File: src/rtl/pipe_hazard_ctrl_if.sv
// ----------------------------------------------------------------------------
// pipe_hazard_ctrl_if
//   Bundles the signals exchanged between the 5-stage pipeline datapath and
//   its hazard/sequencing controller.
//
//   master : pipeline side. Drives the IF/ID instruction fields, the EX branch
//            outcome and the drain request. Receives the hold/flush/bubble
//            controls, forwarding selects, drain status and event counters.
//   slave  : controller side (pipe_hazard_ctrl).
//
//   Signals
//     id_valid, id_op[5:0], id_rs/id_rt/id_rd[4:0]  IF/ID instruction
//     ex_br_taken                                   BEQ in EX resolved taken
//     drain_req                                     empty pipeline and halt issue
//     pc_hold, ifid_hold, ifid_flush, idex_bubble   pipeline register controls
//     fwd_a, fwd_b[1:0]                             EX operand sources
//     drained                                       pipeline empty, issue halted
//     stall_cnt, flush_cnt[CNT_W-1:0]               saturating event counters
// ----------------------------------------------------------------------------
interface pipe_hazard_ctrl_if #(
    parameter int CNT_W = 16
);
    logic             id_valid;
    logic [5:0]       id_op;
    logic [4:0]       id_rs;
    logic [4:0]       id_rt;
    logic [4:0]       id_rd;
    logic             ex_br_taken;
    logic             drain_req;

    logic             pc_hold;
    logic             ifid_hold;
    logic             ifid_flush;
    logic             idex_bubble;
    logic [1:0]       fwd_a;
    logic [1:0]       fwd_b;
    logic             drained;
    logic [CNT_W-1:0] stall_cnt;
    logic [CNT_W-1:0] flush_cnt;

    modport master (
        output id_valid, id_op, id_rs, id_rt, id_rd, ex_br_taken, drain_req,
        input  pc_hold, ifid_hold, ifid_flush, idex_bubble,
               fwd_a, fwd_b, drained, stall_cnt, flush_cnt
    );

    modport slave (
        input  id_valid, id_op, id_rs, id_rt, id_rd, ex_br_taken, drain_req,
        output pc_hold, ifid_hold, ifid_flush, idex_bubble,
               fwd_a, fwd_b, drained, stall_cnt, flush_cnt
    );
endinterface

File: src/rtl/pipe_hazard_ctrl.sv
// ----------------------------------------------------------------------------
// pipe_hazard_ctrl
//   Hazard and sequencing controller for a 5-stage MIPS pipeline
//   (IF, ID, EX, MEM, WB). Keeps a shadow copy of what sits in ID/EX, EX/MEM
//   and MEM/WB and from it derives:
//     - load-use stalls (PC and IF/ID held, ID/EX bubbled for one cycle)
//     - taken-branch flushes (IF/ID and ID/EX squashed, PC loads the target)
//     - registered EX forwarding selects
//     - a drain/halt handshake (RUN -> DRAIN -> IDLE -> RUN)
//     - saturating stall and flush event counters
//
//   Ports
//     clock    in  rising-edge clock
//     reset_n  in  synchronous reset, active low
//     bus      slave modport of pipe_hazard_ctrl_if (instruction in ID,
//              branch outcome, drain request; pipeline controls out)
// ----------------------------------------------------------------------------
module pipe_hazard_ctrl #(
    parameter int         CNT_W    = 16,
    parameter logic [5:0] OP_RTYPE = 6'd0,
    parameter logic [5:0] OP_LW    = 6'd35,
    parameter logic [5:0] OP_SW    = 6'd43,
    parameter logic [5:0] OP_BEQ   = 6'd4
) (
    input  logic              clock,
    input  logic              reset_n,
    pipe_hazard_ctrl_if.slave bus
);

    typedef enum logic [1:0] {
        ST_RUN   = 2'd0,
        ST_DRAIN = 2'd1,
        ST_IDLE  = 2'd2
    } state_t;

    // Destination view of an in-flight instruction; all that MEM needs.
    typedef struct packed {
        logic       valid;
        logic       wr;
        logic [4:0] dst;
    } dest_t;

    // EX additionally needs to know whether it is a load or a branch.
    typedef struct packed {
        dest_t d;
        logic  ld;
        logic  beq;
    } ex_stage_t;

    state_t     state_q, state_d;
    ex_stage_t  ex_q, ex_d;
    dest_t      mem_q, mem_d;
    logic       wb_valid_q, wb_valid_d;
    logic [1:0] fwd_a_q, fwd_a_d;
    logic [1:0] fwd_b_q, fwd_b_d;
    logic [CNT_W-1:0] stall_cnt_q, stall_cnt_d;
    logic [CNT_W-1:0] flush_cnt_q, flush_cnt_d;

    // ------------------------------------------------------------------
    // Decode of the instruction sitting in IF/ID
    // ------------------------------------------------------------------
    logic       id_is_rtype;
    logic       id_is_lw;
    logic       id_uses_rt;
    logic [4:0] id_dst;
    logic       id_wr;

    assign id_is_rtype = (bus.id_op == OP_RTYPE);
    assign id_is_lw    = (bus.id_op == OP_LW);
    assign id_uses_rt  = id_is_rtype | (bus.id_op == OP_SW) | (bus.id_op == OP_BEQ);
    assign id_dst      = id_is_rtype ? bus.id_rd : bus.id_rt;
    // Writes to $0 are discarded, so they never create a dependency.
    assign id_wr       = (id_is_rtype | id_is_lw) & (id_dst != 5'd0);

    // ------------------------------------------------------------------
    // Hazard detection
    // ------------------------------------------------------------------
    logic br;
    logic ld_use;
    logic halt;
    logic hold;
    logic bubble;
    logic issue;

    assign br     = ex_q.d.valid & ex_q.beq & bus.ex_br_taken;
    assign ld_use = bus.id_valid & ex_q.d.valid & ex_q.ld & ex_q.d.wr &
                    ((ex_q.d.dst == bus.id_rs) | (id_uses_rt & (ex_q.d.dst == bus.id_rt)));

    // A taken branch overrides every hold source: the PC must advance to the
    // target and the wrong-path instruction in IF/ID is squashed instead.
    assign hold   = ~br & (ld_use | halt);
    assign bubble = br | hold;
    assign issue  = bus.id_valid & ~bubble;

    // ------------------------------------------------------------------
    // Drain FSM: next state and stage controls
    // ------------------------------------------------------------------
    // NOTE: every signal written in an always_comb gets a default first so no
    // path leaves it unassigned, which would otherwise infer a latch.
    always_comb begin
        state_d = state_q;
        halt    = 1'b0;
        unique case (state_q)
            ST_RUN: begin
                if (bus.drain_req) state_d = ST_DRAIN;
            end
            ST_DRAIN: begin
                halt = 1'b1;
                if (!ex_q.d.valid && !mem_q.valid && !wb_valid_q) state_d = ST_IDLE;
            end
            ST_IDLE: begin
                halt = 1'b1;
                if (!bus.drain_req) state_d = ST_RUN;
            end
            default: state_d = ST_RUN;
        endcase
    end

    // ------------------------------------------------------------------
    // Shadow advance, forwarding capture and counters
    // ------------------------------------------------------------------
    always_comb begin
        ex_d       = '0;
        mem_d      = ex_q.d;
        wb_valid_d = mem_q.valid;
        fwd_a_d    = 2'b00;
        fwd_b_d    = 2'b00;

        if (issue) begin
            ex_d.d.valid = 1'b1;
            ex_d.d.wr    = id_wr;
            ex_d.d.dst   = id_dst;
            ex_d.ld      = id_is_lw;
            ex_d.beq     = (bus.id_op == OP_BEQ);

            // The instruction now in EX will be in MEM (EX/MEM.ALUOut) and the
            // one in MEM will be in WB (MEM/WB.value) when the issuing one
            // executes. The register file is write-before-read, so nothing
            // older needs forwarding.
            if (ex_q.d.wr && (ex_q.d.dst == bus.id_rs))      fwd_a_d = 2'b10;
            else if (mem_q.wr && (mem_q.dst == bus.id_rs))   fwd_a_d = 2'b01;

            if (ex_q.d.wr && (ex_q.d.dst == bus.id_rt))      fwd_b_d = 2'b10;
            else if (mem_q.wr && (mem_q.dst == bus.id_rt))   fwd_b_d = 2'b01;
        end

        stall_cnt_d = stall_cnt_q;
        if (ld_use && !br && (state_q == ST_RUN) && (stall_cnt_q != '1))
            stall_cnt_d = stall_cnt_q + CNT_W'(1);

        flush_cnt_d = flush_cnt_q;
        if (br && (flush_cnt_q != '1))
            flush_cnt_d = flush_cnt_q + CNT_W'(1);
    end

    // NOTE: sequential state uses non-blocking assignments so every register
    // samples its pre-edge inputs regardless of statement order.
    always_ff @(posedge clock) begin
        if (!reset_n) begin
            state_q     <= ST_RUN;
            ex_q        <= '0;
            mem_q       <= '0;
            wb_valid_q  <= 1'b0;
            fwd_a_q     <= 2'b00;
            fwd_b_q     <= 2'b00;
            stall_cnt_q <= '0;
            flush_cnt_q <= '0;
        end else begin
            state_q     <= state_d;
            ex_q        <= ex_d;
            mem_q       <= mem_d;
            wb_valid_q  <= wb_valid_d;
            fwd_a_q     <= fwd_a_d;
            fwd_b_q     <= fwd_b_d;
            stall_cnt_q <= stall_cnt_d;
            flush_cnt_q <= flush_cnt_d;
        end
    end

    // ------------------------------------------------------------------
    // Outputs
    // ------------------------------------------------------------------
    assign bus.pc_hold     = hold;
    assign bus.ifid_hold   = hold;
    assign bus.ifid_flush  = br;
    assign bus.idex_bubble = bubble;
    assign bus.fwd_a       = fwd_a_q;
    assign bus.fwd_b       = fwd_b_q;
    assign bus.drained     = (state_q == ST_IDLE);
    assign bus.stall_cnt   = stall_cnt_q;
    assign bus.flush_cnt   = flush_cnt_q;

endmodule

File: src/flat_wrapper.sv
// flat-port wrapper written by rule: the top's interface ports become plain ports
module pipe_hazard_ctrl_flat 
#(
    parameter int         CNT_W    = 16,
    parameter logic [5:0] OP_RTYPE = 6'd0,
    parameter logic [5:0] OP_LW    = 6'd35,
    parameter logic [5:0] OP_SW    = 6'd43,
    parameter logic [5:0] OP_BEQ   = 6'd4
)
  (clock, reset_n, bus_id_valid, bus_id_op, bus_id_rs, bus_id_rt, bus_id_rd, bus_ex_br_taken, bus_drain_req, bus_pc_hold, bus_ifid_hold, bus_ifid_flush, bus_idex_bubble, bus_fwd_a, bus_fwd_b, bus_drained, bus_stall_cnt, bus_flush_cnt);
  pipe_hazard_ctrl_if #(.CNT_W(CNT_W)) bus_i ();
  input  logic clock;
  input  logic reset_n;
  input wire logic [$bits(bus_i.id_valid)-1:0] bus_id_valid;
  input wire logic [$bits(bus_i.id_op)-1:0] bus_id_op;
  input wire logic [$bits(bus_i.id_rs)-1:0] bus_id_rs;
  input wire logic [$bits(bus_i.id_rt)-1:0] bus_id_rt;
  input wire logic [$bits(bus_i.id_rd)-1:0] bus_id_rd;
  input wire logic [$bits(bus_i.ex_br_taken)-1:0] bus_ex_br_taken;
  input wire logic [$bits(bus_i.drain_req)-1:0] bus_drain_req;
  output wire logic [$bits(bus_i.pc_hold)-1:0] bus_pc_hold;
  output wire logic [$bits(bus_i.ifid_hold)-1:0] bus_ifid_hold;
  output wire logic [$bits(bus_i.ifid_flush)-1:0] bus_ifid_flush;
  output wire logic [$bits(bus_i.idex_bubble)-1:0] bus_idex_bubble;
  output wire logic [$bits(bus_i.fwd_a)-1:0] bus_fwd_a;
  output wire logic [$bits(bus_i.fwd_b)-1:0] bus_fwd_b;
  output wire logic [$bits(bus_i.drained)-1:0] bus_drained;
  output wire logic [$bits(bus_i.stall_cnt)-1:0] bus_stall_cnt;
  output wire logic [$bits(bus_i.flush_cnt)-1:0] bus_flush_cnt;
  assign bus_i.id_valid = bus_id_valid;
  assign bus_i.id_op = bus_id_op;
  assign bus_i.id_rs = bus_id_rs;
  assign bus_i.id_rt = bus_id_rt;
  assign bus_i.id_rd = bus_id_rd;
  assign bus_i.ex_br_taken = bus_ex_br_taken;
  assign bus_i.drain_req = bus_drain_req;
  assign bus_pc_hold = bus_i.pc_hold;
  assign bus_ifid_hold = bus_i.ifid_hold;
  assign bus_ifid_flush = bus_i.ifid_flush;
  assign bus_idex_bubble = bus_i.idex_bubble;
  assign bus_fwd_a = bus_i.fwd_a;
  assign bus_fwd_b = bus_i.fwd_b;
  assign bus_drained = bus_i.drained;
  assign bus_stall_cnt = bus_i.stall_cnt;
  assign bus_flush_cnt = bus_i.flush_cnt;
  pipe_hazard_ctrl #(.CNT_W(CNT_W), .OP_RTYPE(OP_RTYPE), .OP_LW(OP_LW), .OP_SW(OP_SW), .OP_BEQ(OP_BEQ)) u_core (.clock(clock), .reset_n(reset_n), .bus(bus_i));
endmodule
File: config.mk
export PLATFORM = sky130hd
export DESIGN_NAME = pipe_hazard_ctrl_flat
export DESIGN_NICKNAME = d
export VERILOG_FILES = /design/src/rtl/pipe_hazard_ctrl_if.sv /design/src/rtl/pipe_hazard_ctrl.sv /design/src/flat_wrapper.sv
export SDC_FILE = /design/constraint.sdc
export NUM_CORES = 1
export LEC_CHECK = 0
export BUFFER_PORTS_ARGS = -buffer_cell sky130_fd_sc_hd__buf_2
export CAP_MARGIN = 20
export CORE_ASPECT_RATIO = 1.4
export CORE_MARGIN = 2
export CORE_UTILIZATION = 30
export CTS_CLUSTER_SIZE = 16
export DETAILED_ROUTE_END_ITERATION = 10
export PLACE_DENSITY = 0.57
export SLEW_MARGIN = 20
export SYNTH_ARGS = -nofsm -noshare
export SYNTH_HDL_FRONTEND = slang
export SYNTH_SLANG_ARGS = --single-unit
File: constraint.sdc
create_clock -name clock -period 2.25 [get_ports clock]
set_input_delay 0.1125 -clock clock [delete_from_list [all_inputs] [get_ports clock]]
set_output_delay 0.1125 -clock clock [all_outputs]
set_load 0.03 [all_outputs]
==> results.py <==
metrics = {
    "worst_setup_path": {
        "worstReg2RegEnd": "u_core.bus.stall_cnt[3]$_SDFFE_PN0P_",
        "r2r-start": "u_core.bus.stall_cnt[1]$_SDFFE_PN0P_",
        "worst-path-buf-inv": 1,
        "crit_chain": "ha_1, and3_1, nand3_1, nor3_4, a211o_2, buf_4, or3_1, a21oi_1",
        "crit_arrival_ns": 2.32,
        "cp_max_fo": 10,
        "cp-end-kind": "flip-flop",
        "reg2reg_slack_ns": 0.15,
        "start_kind": "flip-flop",
        "cp.required_ns": 2.48,
        "critPathSlowestCell": "a211o_2",
        "cp_top_family": "simple AND/OR/NAND/NOR gates",
        "critPathKind": "reg2reg",
        "r2r_cells": 8,
        "slowest_delay_ns": 0.37,
    },
    "detailed_routing": {
        "ant_nets": 0,
        "routed_wl_um": 6690,
        "first_iter_violations": 149,
        "wl_per_cell_um": 13.7,
        "via_per_inst": 5.07,
        "dr.pass1.iters": 4,
        "num_vias": 2479,
        "drc": 0,
    },
    "logic_synthesis": {
        "yosys.area_share.simple_pct": 29.2,
        "async_flop_share_pct": 0,
        "synth_xor_xnor_area_share_pct": 10.9,
        "synth_area_leaders": "dfxtp_1 42%, xor2_1 8.0%, mux2i_1 5.3%",
        "yosysUniqueCellTypes": 34,
        "syn_inst": 305,
        "synth_fp_nets": 337,
        "synth_edf_count": 0,
        "synthFlopType": "dfxtp_1",
        "synth_top_area_cell": "dfxtp_1",
        "yosysSeqAreaShare_pct": 41.7,
        "synth_fa_ha_area_share_pct": 2.84,
        "netlist_area_mm2": 0.00264,
        "synth_top_family_by_area": "simple AND/OR/NAND/NOR gates",
        "synth_warnings": 0,
        "synth-compound-area-share_pct": 7.72,
        "synth_top_area_share_pct": 41.7,
        "muxShareOfSynthArea_pct": 5.31,
        "synth_area_per_cell_um2": 8.66,
        "ys_ff_latch": 55,
    },
    "global_routing": {
        "grt_pass1_wl_um": 11300,
        "grt_overflow": 0,
        "grt_use_total_pct": 14.3,
        "antenna_found_initial": 0,
        "grt_pass1_vias": 2525,
        "grt_max_degree": 22,
    },
    "final_layout": {
        "post-route-util_pct": 38.9,
        "synthToLayoutAreaGrowth_pct": 25.9,
        "final_common_cell": "buf_2",
        "fillers": 874,
        "drive_gt1_share_pct": 24.0,
        "antenna_cells": 0,
        "final_cell_mix": "66 x buf_2, 53 x dfxtp_1, 29 x nor2_1",
        "fin_nets": 415,
    },
    "timing": {
        "hold_viol": 0,
        "fin_skew_ns": 0.00642,
        "fmax_mhz": 477,
        "tns_ns": 0,
        "slew_viol_final": 0,
        "worst_pin_slew_ns": 0.602,
        "final.min_clock_period_ns": 2.10,
        "rsz0062_at_grt": "false",
        "setup_ws_ns": 0.155,
        "setup_viol": 0,
        "period_share_pct": 93.1,
        "slew_headroom_pct": 59.7,
    },
    "clocking": {
        "path_clk_slew_ns": 0.07,
        "cts_root_buffer": "clkbuf_16",
        "clk_latency_ns": 0.29,
        "clockBufferDepth": 2,
        "post-cts-setup-buffer-count": 0,
        "cts_tree": "built",
        "cts_buffers": 5,
        "post_cts_resized": 0,
        "cts_max_level": 2,
        "cts.sinks": 55,
        "cts_hold_buf": 0,
    },
    "floorplan": {
        "start_util_pct": 30.9,
        "num_rows": 40,
        "ios": 67,
        "core-area_mm2": 0.00856,
        "die_area_mm2": 0.00958,
        "die_height_um": 115,
        "die_w_um": 83.3,
    },
    "hold_path": {
        "worstHoldStart": "bus_id_op[2]",
        "min_to": "u_core.ex_q[0]$_SDFF_PN0_",
        "hold_class": "in2reg",
        "holdPathStages": 3,
    },
    "place": {
        "dp_slack_ns": 0.127,
        "portBuffers": 66,
        "place.gp.congestion": 0.820,
        "dp_hpwl_um": 5120,
    },
    "flow_run": {
        "maxCapViolations": 0,
    },
    "power_and_ir_drop": {
        "ir_drop_mv": 0.491,
        "power.density_mw_per_mm2": 690,
        "power_leakage_nw": 1.40,
    },
    "outcome": {
        "status": "completed",
    },
}
[area by class of cell]
cell class	count	area [um2]	area share (%)
well taps	105	131	3.95
clock inverters	1	5.00	0.150
repair buffers	79	428	12.9
multi-input cells	235	1500	45.1
flip-flops and latches	55	1100	33.2
clock buffers	7	133	3.99
inverters	7	26.3	0.790
[worst reg2reg max path, delay by kind of cell (launching register included)]
family / cells / cell delay (ns)
flip-flops: 1 / 0.35
adder cells (fa/ha/maj): 1 / 0.20
AND/OR/NAND/NOR: 4 / 0.78
buffers and inverters: 1 / 0.20
AO/OA/AOI/OAI: 2 / 0.51
[state kept, by name (all words and copies together), names as in the netlist]
signal	count
u_core.bus.flush_cnt	16
u_core.bus.fwd_a	2
u_core.bus.fwd_b	2
u_core.bus.stall_cnt	16
u_core.ex_q	9
u_core.mem_q	6
u_core.state_q	2
u_core.wb_valid_d	1
u_core.wb_valid_q	1
[power by group]
group	internal, mW	switching [mW]	leakage [nW]
registers	1.01	0.0355	0.446
clock network	0.413	0.341	0.0679
logic	0.166	0.325	0.888
[through the flow]
step                      hold WS, ns  cells  power [mW]  instance area, um2
after floorplan                 0.243    305        1.44                2640
after global placement          0.386    481        1.56                3170
after detailed placement        0.389    481        1.56                3170
after CTS                      0.0786    489        2.32                3310
after global routing           0.0791    489        2.42                3330
final                          0.0838    489        2.30                3330
[synthesized netlist by cell type, types with 2 or more instances]
| cell | instances |
|---|---|
| nand2b_1 | 4 |
| o31ai_1 | 4 |
| clkbuf_1 | 5 |
| and3_1 | 5 |
| nor3_1 | 22 |
| o21ai_0 | 11 |
| and4b_1 | 2 |
| or4_1 | 5 |
| a31oi_1 | 2 |
| inv_1 | 7 |
| nand4_1 | 11 |
| or3_1 | 9 |
| mux2i_1 | 14 |
| nor2_1 | 29 |
| nor4_1 | 5 |
| a211o_1 | 2 |
| nand2_1 | 23 |
| ha_1 | 6 |
| and2_1 | 10 |
| and4_1 | 2 |
| xor2_1 | 24 |
| nand3_1 | 17 |
| dfxtp_1 | 55 |
| a21oi_1 | 13 |
| xnor2_1 | 9 |
[worst max-delay path by stage]
stage / end / slack, ns / depth (start not counted) / start
floorplan: u_core.bus.stall_cnt[1]$_SDFFE_PN0P_ / 0.12 / 8 / u_core.bus.stall_cnt[0]$_SDFFE_PN0P_
global placement: u_core.bus.stall_cnt[3]$_SDFFE_PN0P_ / 0.14 / 7 / u_core.ex_q[4]$_SDFF_PN0_
detailed placement: u_core.bus.stall_cnt[10]$_SDFFE_PN0P_ / 0.13 / 8 / u_core.bus.stall_cnt[1]$_SDFFE_PN0P_
CTS: bus_idex_bubble / 0.06 / 6 / u_core.ex_q[4]$_SDFF_PN0_
global route: u_core.bus.stall_cnt[3]$_SDFFE_PN0P_ / 0.03 / 8 / u_core.bus.stall_cnt[1]$_SDFFE_PN0P_
finish: u_core.bus.stall_cnt[3]$_SDFFE_PN0P_ / 0.15 / 8 / u_core.bus.stall_cnt[1]$_SDFFE_PN0P_
[per-layer routing]
metal,track usage (%),vias to the layer above,share of wire (%)
met3,3.30,5,5.3
met1,16.0,1169,42
met5,0,-,0
met2,26.8,60,52
li1,-,1245,-
met4,4.48,0,1.2
[logic make-up (layout without fill, tap and decap cells)]
| family | count (synthesis) | in the layout |
|---|---|---|
| and+or+nand+nor | 147 | 147 |
| buffers and inverters | 15 | 94 |
| adders and majority gates | 6 | 6 |
| muxes | 14 | 14 |
| AOI/OAI and AO/OA | 35 | 35 |
| xor gates and xnor gates | 33 | 33 |
| DFF | 55 | 55 |
No activity file was read; power rests on OpenSTA's default activity.
